$ cat config.mk
export PLATFORM = sky130hd
export DESIGN_NAME = dds_sin_gen
export DESIGN_NICKNAME = d
export VERILOG_FILES = /design/src/rtl/dds_sin_gen.sv
export SDC_FILE = /design/constraint.sdc
export NUM_CORES = 1
export LEC_CHECK = 0
export ABC_CLOCK_PERIOD_IN_PS = 4000
export BUFFER_PORTS_ARGS = -buffer_cell sky130_fd_sc_hd__buf_2
export CORE_UTILIZATION = 50
export CTS_CLUSTER_SIZE = 25
export DETAILED_ROUTE_END_ITERATION = 16
export PLACE_DENSITY = 0.72
export SLEW_MARGIN = 15
export SYNTH_ARGS = -nofsm -noshare
export SYNTH_HDL_FRONTEND = slang
export SYNTH_SLANG_ARGS = --single-unit
$ cat constraint.sdc
create_clock -name clk -period 4 [get_ports clk]
set_clock_uncertainty 0.15 [all_clocks]
set_input_delay 0.8 -clock clk [delete_from_list [all_inputs] [get_ports clk]]
set_output_delay 0.8 -clock clk [all_outputs]
set_load 0.005 [all_outputs]
$ cat src/rtl/dds_sin_gen.sv
// Phase-accumulator sine/square/triangle generator driving an external quarter-wave LUT.
// Frequency and mode changes are deferred to period boundaries so the output never glitches.
module dds_sin_gen #(
  parameter int PHASE_W = 16,
  parameter int LUT_AW  = 8,
  parameter int LUT_DW  = 8,
  parameter int OUT_W   = LUT_DW + 1
) (
  input  logic               clk,
  input  logic               resetb,
  input  logic               en,
  input  logic [PHASE_W-1:0] freq_word,
  input  logic [1:0]         mode,
  output logic [LUT_AW-1:0]  lut_addr,
  input  logic [LUT_DW-1:0]  lut_data,
  output logic [OUT_W-1:0]   sin_out,
  output logic               sin_valid,
  output logic               busy,
  output logic               wrap_pulse
);

  typedef enum logic [1:0] {IDLE, RUN, STOP} state_t;

  state_t             state;
  logic [PHASE_W-1:0] acc;
  logic [PHASE_W-1:0] freq_q;
  logic [PHASE_W-1:0] acc_next;
  logic [1:0]         mode_q;
  logic [1:0]         quad;
  logic [LUT_AW-1:0]  addr_field;
  logic [LUT_DW-1:0]  mag;
  logic [LUT_DW-1:0]  tri_mag;
  logic [OUT_W-1:0]   mag_ext;
  logic [OUT_W-1:0]   sample;
  logic               wrap;

  assign quad       = acc[PHASE_W-1 -: 2];
  assign addr_field = acc[PHASE_W-3 -: LUT_AW];
  // Odd quadrants read the quarter-wave table backwards.
  assign lut_addr   = quad[0] ? ~addr_field : addr_field;
  assign {wrap, acc_next} = {1'b0, acc} + {1'b0, freq_q};
  assign busy       = (state != IDLE);

  generate
    if (LUT_AW >= LUT_DW) begin : g_tri_trunc
      assign tri_mag = lut_addr[LUT_AW-1 -: LUT_DW];
    end else begin : g_tri_pad
      assign tri_mag = {lut_addr, {(LUT_DW-LUT_AW){1'b0}}};
    end
  endgenerate

  always_comb begin
    mag = lut_data;
    case (mode_q)
      2'd1:    mag = '1;
      2'd2:    mag = tri_mag;
      default: mag = lut_data;
    endcase
  end

  // Magnitude tops out at 2^LUT_DW-1, so negation can never reach the most negative code.
  always_comb begin
    mag_ext               = '0;
    mag_ext[LUT_DW-1:0]   = mag;
    sample                = quad[1] ? ('0 - mag_ext) : mag_ext;
  end

  always_ff @(posedge clk) begin
    if (!resetb) begin
      state      <= IDLE;
      acc        <= '0;
      freq_q     <= '0;
      mode_q     <= '0;
      sin_out    <= '0;
      sin_valid  <= 1'b0;
      wrap_pulse <= 1'b0;
    end else begin
      case (state)
        IDLE: begin
          acc        <= '0;
          freq_q     <= freq_word;
          mode_q     <= mode;
          sin_out    <= '0;
          sin_valid  <= 1'b0;
          wrap_pulse <= 1'b0;
          if (en) state <= RUN;
        end
        RUN, STOP: begin
          acc        <= acc_next;
          sin_out    <= sample;
          sin_valid  <= 1'b1;
          wrap_pulse <= wrap;
          if (state == RUN) begin
            if (wrap) begin
              freq_q <= freq_word;
              mode_q <= mode;
            end
            if (!en) begin
              if (wrap) begin
                state <= IDLE;
                acc   <= '0;
              end else begin
                state <= STOP;
              end
            end
          end else begin
            // Re-enable wins over finishing the period, so phase stays continuous.
            if (en) begin
              state <= RUN;
            end else if (wrap || freq_q == '0) begin
              state <= IDLE;
              acc   <= '0;
            end
          end
        end
        default: state <= IDLE;
      endcase
    end
  end

endmodule
==> reports/summary.txt <==
critical path type = reg2reg
crit path DAT = 2.90 ns
vias = 2534
NumNets Final = 447
cts bufs inserted = 5
Die X = 79.4 um
crit share post-route = 0.714
Final Hold Vio Count = 0
Max transition margin = 0.601
Final ANT Viol Nets = 0
Max IR drop VDD = 0.000244 V
Ports = 49
RSZ-0062 raised after global routing = false
Via density = 5.44
final core utilization = 0.596
DP HPWL = 5050 um
Post-Synth Simple-Gate Area = 0.203
CP max stage delay = 0.39 ns
Worst path top cell family by delay = compound AO/OA/AOI/OAI gates
postcts setup bufs = 0
total power = 0.00178 W
mux cell area share after synthesis = 0.0669
cts hold-fix bufs = 0
Cell Rows = 27
global placement routability congestion = 0.851
Initial Utilization = 0.530
DIE AREA = 6300 um2
worst slack, placed = 1.23 ns
Adder-Cell Fraction of Synth Area = 0.103
Clk Latency, worst-skew pair = 0.30 ns
Critical-path top delay cell = fa_1
Remaining DRCs = 0
fillers = 526
top post-synthesis cells by count = dfxtp_1, nand2_1, nor2b_1, ha_1, o21ai_0
Synth async-reset ratio = 0
total gr overflow = 0
top post-synthesis cells by area = dfxtp_1, ha_1, mux2i_1, nor2b_1, nand2_1
post_cts resized = 0
routed len/inst = 14.1 um
compound-cell area share of the yosys netlist = 0.193
clk slew on worst S/H paths = 0.08 ns
layout cells sized above 1 = 0.160
synth warn = 0
critical path startpoint category = register
post-synthesis xor/xnor area fraction = 0.0761
worst slew pin tran = 0.599 ns
setup_tns = 0 ns
post-synthesis sequential area ratio = 0.315
Cell Area, Synth = 2990 um2
Tot GR Track Use = 0.222
most frequent cell on the critical path = nor2b_1
pin count of the biggest net entering global routing = 42
pwr/cell area = 530 nW/um2
Synth area leader = dfxtp_1
vias in the first global route = 2388
DRT Pass-1 Iters = 4
Area growth syn-to-layout = 12.4%
status = finished clean
CTS sink count = 47
worst-path cell chain = ha_1, inv_1, fa_1, nor2b_1, o2111ai_1, a21oi_2, o31a_1, a31o_1, buf_4, mux2i_1, nor2b_1
# setup viols final = 0
post-synth top area share = 0.315
# diodes = 0
top-count cell post-synth = dfxtp_1
Crit path buffers/inverters = 2
Placeable Area = 5640 um2
crit path capture type = register
syn nets = 404
final setup margin = 1.15 ns
critical path fanouts, max = 18
largest family of logic cells by synthesized area = simple AND/OR/NAND/NOR gates
Synth Flop Type = dfxtp_1
Synth Register Bits = 47
final wirelength = 6580 um
Longest Clk Path Bufs = 2
I/O Buffers = 48
number of flops mapped to enable cells by yosys = 0
leakage power = 1.57 nW
Die Height = 79.4 um
initial antenna violation count = 0
Synth cell types = 45
Max-Cap Viols = 0
root buffer cell = clkbuf_8
H-tree depth = 2
average size of a mapped cell = 8.52 um2
CTS tree = yes
Slew Limit Fails = 0
first-pass GRT wire length = 10900 um
1st-iter DRT viols = 157
Fmax = 0.350 GHz
Worst EP required = 4.04 ns
Post-Syn Instances = 351
Layout Cells excl Fill = 466
post-route minimum period = 2.85 ns
HP Class = reg2reg
placed cells = 459
## sequential cells by signal, summed over array words and instances (netlist names)
name / cells
sin_out: 9
mode_q: 2
sin_valid: 1
acc: 16
freq_q: 16
wrap_pulse: 1
state: 2
## cell type report
class                           instances  area [um2]  share of cell area
Multi-Input combinational cell        276        1920               0.571
Timing Repair Buffer                   50         255              0.0759
Sequential cell                        47         941               0.280
Tap cell                               72        90.1              0.0268
Inverter                               14        52.6              0.0156
Clock buffer                            6        72.6              0.0216
Clock inverter                          1        30.0             0.00893
## kinds of logic (layout without fill, tap and decap cells)
logic type      count (synthesis)  count (layout)
simple gates                  118             118
compound gates                 88              88
flops                          47              47
buf+inv                        28              71
xor+xnor                       26              26
fa+ha+maj                      24              24
mux                            20              20
## per-layer routing
| layer | vias to the layer above | wire, um | share of wire | global-route usage |
|---|---|---|---|---|
| met2 | 66 | 3110 | 0.47 | 0.378 |
| met3 | 13 | 260 | 0.040 | 0.0471 |
| met1 | 1142 | 3050 | 0.46 | 0.272 |
| met4 | 0 | 150 | 0.023 | 0.0836 |
| met5 | - | 0 | 0 | 0 |
| li1 | 1313 | - | - | - |
## worst paths after layout
kind         startpoint    endpoint  slack, ns  depth (start not counted)
min reg2reg  sin_out[6]  sin_out[6]       0.30                          2
max reg2reg   freq_q[0]   freq_q[0]       1.15                         11
max           freq_q[0]   freq_q[0]       1.15                         11
min          sin_out[6]  sin_out[6]       0.30                          2
## worst reg2reg max path: stages (launching register included)
cell and delay [ns]:
dfxtp_1 0.35, ha_1 0.18, inv_1 0.06, fa_1 0.39, nor2b_1 0.21, o2111ai_1 0.17
a21oi_2 0.22, o31a_1 0.21, a31o_1 0.16, buf_4 0.31, mux2i_1 0.27, nor2b_1 0.07
## through the flow
step	cell area, um2	hold WS (ns)
2_1_floorplan	2990	0.299
3_3_place_gp	3260	0.281
3_5_place_dp	3260	0.288
4_1_cts	3360	0.309
5_1_grt	3360	0.328
6_report	3360	0.301
## layout by cell type (no fill, tap or decap), drive strengths merged, types with 5 or more instances in the layout
cell    synthesis  final
nor2b          27     27
nor2            7      7
xnor2          11     11
and2           10     10
xor2           15     15
nand3           9      9
a21oi          23     23
nand2b          5      5
mux2i          20     20
o21a            6      6
o31ai           8      8
a21o            5      5
inv            14     14
ha             23     23
dfxtp          47     47
nand2          42     42
clkbuf         11      6
buf             3     50
o21ai          24     24
## power by group
part / total [W] / switching (W) / leakage (nW) / internal, W
clock network: 0.000338 / 0.000154 / 0.0513 / 0.000183
registers: 0.000637 / 0.0000810 / 0.385 / 0.000556
logic: 0.000806 / 0.000452 / 1.13 / 0.000354
total: 0.00178 / 0.000687 / 1.57 / 0.00109
Power figures use the tool's default switching activity.
